File: config.mk
export PLATFORM = sky130hd
export DESIGN_NAME = insn_fetch
export DESIGN_NICKNAME = d
export VERILOG_FILES = /design/src/rtl/fetch_pkg.sv /design/src/rtl/insn_fetch_pc.sv /design/src/rtl/insn_fetch.sv
export SDC_FILE = /design/constraint.sdc
export NUM_CORES = 1
export LEC_CHECK = 0
export ABC_AREA = 1
export CORE_ASPECT_RATIO = 0.5
export CORE_MARGIN = 8
export CORE_UTILIZATION = 41
export DETAILED_ROUTE_END_ITERATION = 8
export PLACE_DENSITY = 0.87
export RECOVER_POWER = 50
export SETUP_SLACK_MARGIN = 0.4
export SLEW_MARGIN = 10
export SYNTH_ARGS = -nofsm -noshare
export SYNTH_HDL_FRONTEND = slang
export SYNTH_SLANG_ARGS = --single-unit
File: constraint.sdc
create_clock -name clk -period 1.2 [get_ports clk]
set_input_delay 0.36 -clock clk [delete_from_list [all_inputs] [get_ports clk]]
set_output_delay 0.36 -clock clk [all_outputs]
set_load 0.02 [all_outputs]
File: src/rtl/fetch_pkg.sv
// Shared constants, state encoding and instruction-word field helpers for the fetch stage.
package fetch_pkg;

    localparam int PC_W   = 8;
    localparam int OP_W   = 7;
    localparam int LIT_W  = 8;
    localparam int INSN_W = OP_W + LIT_W;

    localparam logic [OP_W-1:0] HALT_OPCODE = {OP_W{1'b1}};

    typedef enum logic [1:0] {
        ST_IDLE = 2'd0,
        ST_REQ  = 2'd1,
        ST_HOLD = 2'd2,
        ST_HALT = 2'd3
    } fetch_state_e;

    // Opcode occupies the high bits of the word, literal the low bits.
    function automatic logic [OP_W-1:0] insn_opcode(input logic [INSN_W-1:0] word);
        return word[INSN_W-1:LIT_W];
    endfunction

    function automatic logic [LIT_W-1:0] insn_literal(input logic [INSN_W-1:0] word);
        return word[LIT_W-1:0];
    endfunction

endpackage

File: src/rtl/insn_fetch_pc.sv
// Program counter register: synchronous clear-to-zero and increment, wrapping modulo 2^PC_W.
module insn_fetch_pc
    import fetch_pkg::*;
(
    input  logic            clk,
    input  logic            rst_n,
    input  logic            clr,
    input  logic            inc,
    output logic [PC_W-1:0] pc
);

    logic [PC_W-1:0] pc_q, pc_d;

    always_comb begin
        pc_d = pc_q;
        if (clr) begin
            pc_d = '0;
        end else if (inc) begin
            pc_d = pc_q + PC_W'(1);
        end
    end

    always_ff @(posedge clk or negedge rst_n) begin
        if (!rst_n) begin
            pc_q <= '0;
        end else begin
            pc_q <= pc_d;
        end
    end

    assign pc = pc_q;

endmodule

File: src/rtl/insn_fetch.sv
// Instruction fetch stage: PC, req/ack instruction-memory read, valid/ready opcode+literal output.
// Optional FETCH_HALT_EN: an all-ones opcode stops fetching until the next start pulse.
module insn_fetch
    import fetch_pkg::*;
(
    input  logic              clk,
    input  logic              rst_n,
    input  logic              start,
    output logic              imem_req,
    output logic [PC_W-1:0]   imem_addr,
    input  logic              imem_ack,
    input  logic [INSN_W-1:0] imem_data,
    output logic              insn_valid,
    input  logic              insn_ready,
    output logic [OP_W-1:0]   opcode,
    output logic [LIT_W-1:0]  literal,
    output logic [PC_W-1:0]   pc,
    output logic              halted
);

    fetch_state_e     state_q, state_d;
    logic [OP_W-1:0]  opcode_q, opcode_d;
    logic [LIT_W-1:0] literal_q, literal_d;
    logic             pc_clr, pc_inc;
    logic             is_halt;
    logic [PC_W-1:0]  pc_w;

`ifdef FETCH_HALT_EN
    assign is_halt = (insn_opcode(imem_data) == HALT_OPCODE);
`else
    assign is_halt = 1'b0;
`endif

    always_comb begin
        state_d   = state_q;
        opcode_d  = opcode_q;
        literal_d = literal_q;
        pc_clr    = 1'b0;
        pc_inc    = 1'b0;
        case (state_q)
            ST_IDLE: begin
                if (start) state_d = ST_REQ;
            end
            ST_REQ: begin
                if (imem_ack) begin
                    // A HALT word is swallowed: no presentation and no PC advance.
                    if (is_halt) begin
                        state_d = ST_HALT;
                    end else begin
                        opcode_d  = insn_opcode(imem_data);
                        literal_d = insn_literal(imem_data);
                        pc_inc    = 1'b1;
                        state_d   = ST_HOLD;
                    end
                end
            end
            ST_HOLD: begin
                if (insn_ready) state_d = ST_REQ;
            end
`ifdef FETCH_HALT_EN
            ST_HALT: begin
                if (start) begin
                    pc_clr  = 1'b1;
                    state_d = ST_REQ;
                end
            end
`endif
            default: state_d = ST_IDLE;
        endcase
    end

    always_ff @(posedge clk or negedge rst_n) begin
        if (!rst_n) begin
            state_q   <= ST_IDLE;
            opcode_q  <= '0;
            literal_q <= '0;
        end else begin
            state_q   <= state_d;
            opcode_q  <= opcode_d;
            literal_q <= literal_d;
        end
    end

    insn_fetch_pc u_pc (
        .clk   (clk),
        .rst_n (rst_n),
        .clr   (pc_clr),
        .inc   (pc_inc),
        .pc    (pc_w)
    );

    // Handshake outputs are pure decodes of the state register.
    assign imem_req   = (state_q == ST_REQ);
    assign imem_addr  = pc_w;
    assign pc         = pc_w;
    assign insn_valid = (state_q == ST_HOLD);
    assign opcode     = opcode_q;
    assign literal    = literal_q;

`ifdef FETCH_HALT_EN
    assign halted = (state_q == ST_HALT);
`else
    assign halted = 1'b0;
`endif

endmodule

Yosys cells after proc, flatten, opt, wreduce, memory -nomap -nowiden
Index checks and enable logic that the tools add are counted.

word-level totals
  flip-flop bits (word level) = 25
  output and inout bits = 34

operators by class
  add/sub/neg operators = 1
  equal/unequal tests = 5
  muxes and demuxes = 6
  reductions and logical operators = 3

operator list
  kind                                                             number
  8-bit by 1-bit adder with 8-bit output, second input constant    1
  2-bit two-way mux                                                3
  2-bit case mux with 3 select lines                               1
  2-bit by 1-bit != test with 1-bit output, second input constant  2
  3-bit AND reduction                                              1
  2-bit by 1-bit == test with 1-bit output, second input constant  1
  2-bit == test, second input constant                             1
  2-bit zero test                                                  1
  1-bit two-way mux                                                2
  2-bit != test, second input constant                             1
  2-bit AND reduction                                              1

Longest topological paths before layout
  depth after elaboration = 3
  depth in mapped cells = 8

Hierarchy
A second synthesis with hierarchy kept.

unflattened totals
  cells, all modules = 154
  area total of the unflattened synthesis = 1346.3 µm²

by module, submodules not included
  module         times used  cells each  area each (µm²)  sequential area each (µm²)
  insn_fetch     1           94          873.3            425.4
  insn_fetch_pc  1           60          473.0            200.2

Least setup slack after synthesis
Ideal clock, no wire load.

  path kind = register to register
  start = register u_pc.pc_q[0] (netlist: u_pc.pc[0])
  end = register u_pc.pc_q[6] (netlist: u_pc.pc[6])
  setup time = 0.113 ns
  data arrival time = 1.181 ns
  required time = 1.087 ns
  slack = -0.094 ns
  cell stages (with the launch flop) = 7
  path through = dfrtp_1 -> ha_1 -> nand3_1 -> nor2_8 -> nand3_1 -> nand2_1 -> inv_1

between the ends
  word-level cells in the longest chain between the ends = 1

RTL lines
  element                                 RTL line             source
  start, declared                         insn_fetch_pc.sv:12  logic [PC_W-1:0] pc_q, pc_d;
  start signal, assigned                  insn_fetch_pc.sv:27  pc_q <= pc_d;
  8-bit by 1-bit adder with 8-bit output  insn_fetch_pc.sv:19  pc_d = pc_q + PC_W'(1);

Every way passes these cells.
A chain may end at the register's enable or synchronous reset.

Final worst setup path
  start = register state_q[1]
  end = output insn_valid

between the ends
  word-level cells in the longest chain between the ends = 1

RTL lines
  element                 RTL line          source
  start, declared         insn_fetch.sv:21  fetch_state_e state_q, state_d;
  start signal, assigned  insn_fetch.sv:78  state_q <= state_d;
  2-bit == test           insn_fetch.sv:96  assign insn_valid = (state_q == ST_HOLD);
  end, declared           insn_fetch.sv:13  output logic insn_valid,

Every way passes these cells.

==> metrics.txt <==
Compound-Gate Fraction of Synth Area=0.01255; number of port buffers=52; Routed WL=~4.4 mm; min cycle time layout=about 1.4 ns; delay of the slowest critical-path stage=0.42 ns; CP Data Arrival Time=1.00 ns; vias per cell=4.825; vias in the first global route=~1,200; Hold Crit Class=reg -> reg; critical path startpoint category=flop; Power Total=around 5.6 mW; Final Max Tran Viols=0; part of the Yosys area used for sequential elements=0.5230; initial antenna violation count=0; Synth area leaders=dfrtp_1, nand2_1, nand3_1; outcome=finished with violations; worst relative slew slack=0.5791; Hold-fix buffers, CTS=0; crit end category=primary output; # fillers=approximately 160; DRT Pass-1 Iters=4; multiplexer share of the synthesized area=0; Syn Inst Count=133; Hold Vio Cnt, Final=0; final net count=236; Die X=92.39 um; area leader, netlist=dfrtp_1; count leader, synth=nand2_1; Synth Register Bits=25; CTS tree=built; CP Buf/Inv Count=2; CTS Buf Count=3; share of cells above drive strength 1=0.4860; RSZ-0062 raised after global routing=yes; Post-synth EDFFs=0; CTS HTree Levels=1; Unique masters post-synth=19; Worst-Skew Late Latency=between 0.2 and 0.3 ns; Antenna diodes=0; Vias=about 1,200; Synth Area in Adders=0.01046; failing checks=setup timing; main combinational cell family by area after synthesis=simple AND/OR/NAND/NOR gates; maximum vdd drop=1.471 mV; Avg Cell Area, Syn=8.994 sq um; worst slew pin tran=0.6314 ns; Max Cap Viol=0; Initial Util=0.4457; delay-heaviest family, CP=flip-flops; leak pwr=roughly 1.1 nW; first-pass GRT wire length=6.299 mm; crit-path max FO=3; Cell Chain, Critical Path=inv_2 > nor2_4 > buf_6; WP data required=~0.84 ns; GRT Total Usage=0.1654; dpl hpwl=2.524 mm; clock buffer depth=2; critical path's slowest cell=dfrtp_2; post-synth top area share=0.5230; synthesized cell area=between 1000 and 1500 sq um; total gr overflow=0; average routed wire per standard cell=roughly 17 um; post-route clock period utilization=1.131; Residual DRC=0; post-layout util=0.8000; Die Y=around 54 um; total negative setup slack=-2.568 ns; critical path class=reg -> out; Synth Flop Type=dfrtp_1; clock transition at the registers of the reported paths=0.08 ns; ANT nets after route=0; DR iter-0 viols=54; fmax=736.7 MHz; IO Count=54; xor-xnor portion of the synthesized cell area=0.02929; pre-CTS setup slack=-0.3288 ns; PwrDens=2600 nW/um^2; syn_nets=154; share of synthesized flip-flops with an asynchronous set or reset=1.000; Core Region=approximately 2700 sq um; commonest cells in the netlist=nand2_1, dfrtp_1, nand3_1, buf_4, inv_1; Synth Warn #=0; Area growth, synth to finish=79.50%; Root Buffer=clkbuf_8; fin worst setup slack=-0.1575 ns; Final GP Congestion=0.7302; pin count of the biggest net entering global routing=26; die area=5007 sq um; row cnt=13; clock sinks=25; Hold Slack=0.5097 ns; simple logic cell fraction of the synthesized area=0.2918; Setup Skew=about 0.0070 ns; Final setup viols=42
## flip-flops by register name, summed over array words and instances, names as in the netlist
signal,flops
u_pc.pc,8
state_q,2
opcode,7
literal,8
## kinds of logic after synthesis
| kind of cell | Yosys count |
|---|---|
| other | 1 |
| flip-flops | 25 |
| AO/OA/AOI/OAI | 2 |
| buffers and inverters | 25 |
| XOR/XNOR | 4 |
| AND/OR/NAND/NOR | 75 |
| adder cells (fa/ha/maj) | 1 |
## worst min-delay path, delay by kind of cell, from the launching register on
family,cells,cell delay [ns]
DFF,1,0.38
and+or+nand+nor,2,0.11
## cell usage in the layout (no fill, tap or decap), drive strengths merged, types with 2 or more instances in the layout
master         count
clkdlybuf4s50     17
inv               11
dfrtp             25
nor2               5
clkbuf             5
xnor2              2
nand2             47
buf               71
nand3             23
xor2               2
## worst paths after layout
path | startpoint | to | slack (ns) | cells past startpoint
worst min-delay path | opcode[5] | opcode[5] | 0.51 | 2
max in group asynchronous | rst_n | state_q[1] | 0.11 | 2
min in group asynchronous | rst_n | u_pc.pc[2] | 0.64 | 2
worst max register to register | state_q[1] | opcode[3] | -0.14 | 7
worst min register to register | opcode[5] | opcode[5] | 0.51 | 2
worst max-delay path | state_q[1] | insn_valid | -0.16 | 3
## timing repair
| item | in CTS | in global routing |
|---|---|---|
| buffers inserted | 5 | 9 |
| cloned | 1 | 0 |
| setup endpoints to repair | 58 | 58 |
| pin swaps | 3 | 1 |
| gates resized for setup | 205 | 3 |
## power by group
part           internal (mW)  switching (mW)
Clock                  0.238           0.271
Combinational           1.80            1.70
Sequential              1.22           0.353
## cell type report
| cell class | instances | area [sq um] | share of cell area |
|---|---|---|---|
| well taps | 37 | 46.29 | 0.02156 |
| flip-flops and latches | 25 | 638.1 | 0.2972 |
| clock buffers | 4 | 45.04 | 0.02098 |
| multi-input cells | 83 | 478.0 | 0.2226 |
| inverters | 11 | 41.29 | 0.01923 |
| repair buffers | 91 | 898.4 | 0.4184 |
## metal layers
metal	global-route usage	part of all wire	vias up
met1	0.1812	0.38	573
met3	0.04432	0.051	18
met4	0.1003	0.046	0
met2	0.2953	0.52	57
met5	0	0	-
li1	-	-	563
## through the flow
stage               std cells  area, sq um
finish                    251         2147
global route              251         2147
CTS                       242         2087
detailed placement        232         1913
global placement          232         1913
floorplan                 133         1292
Power figures use the tool's default switching activity.
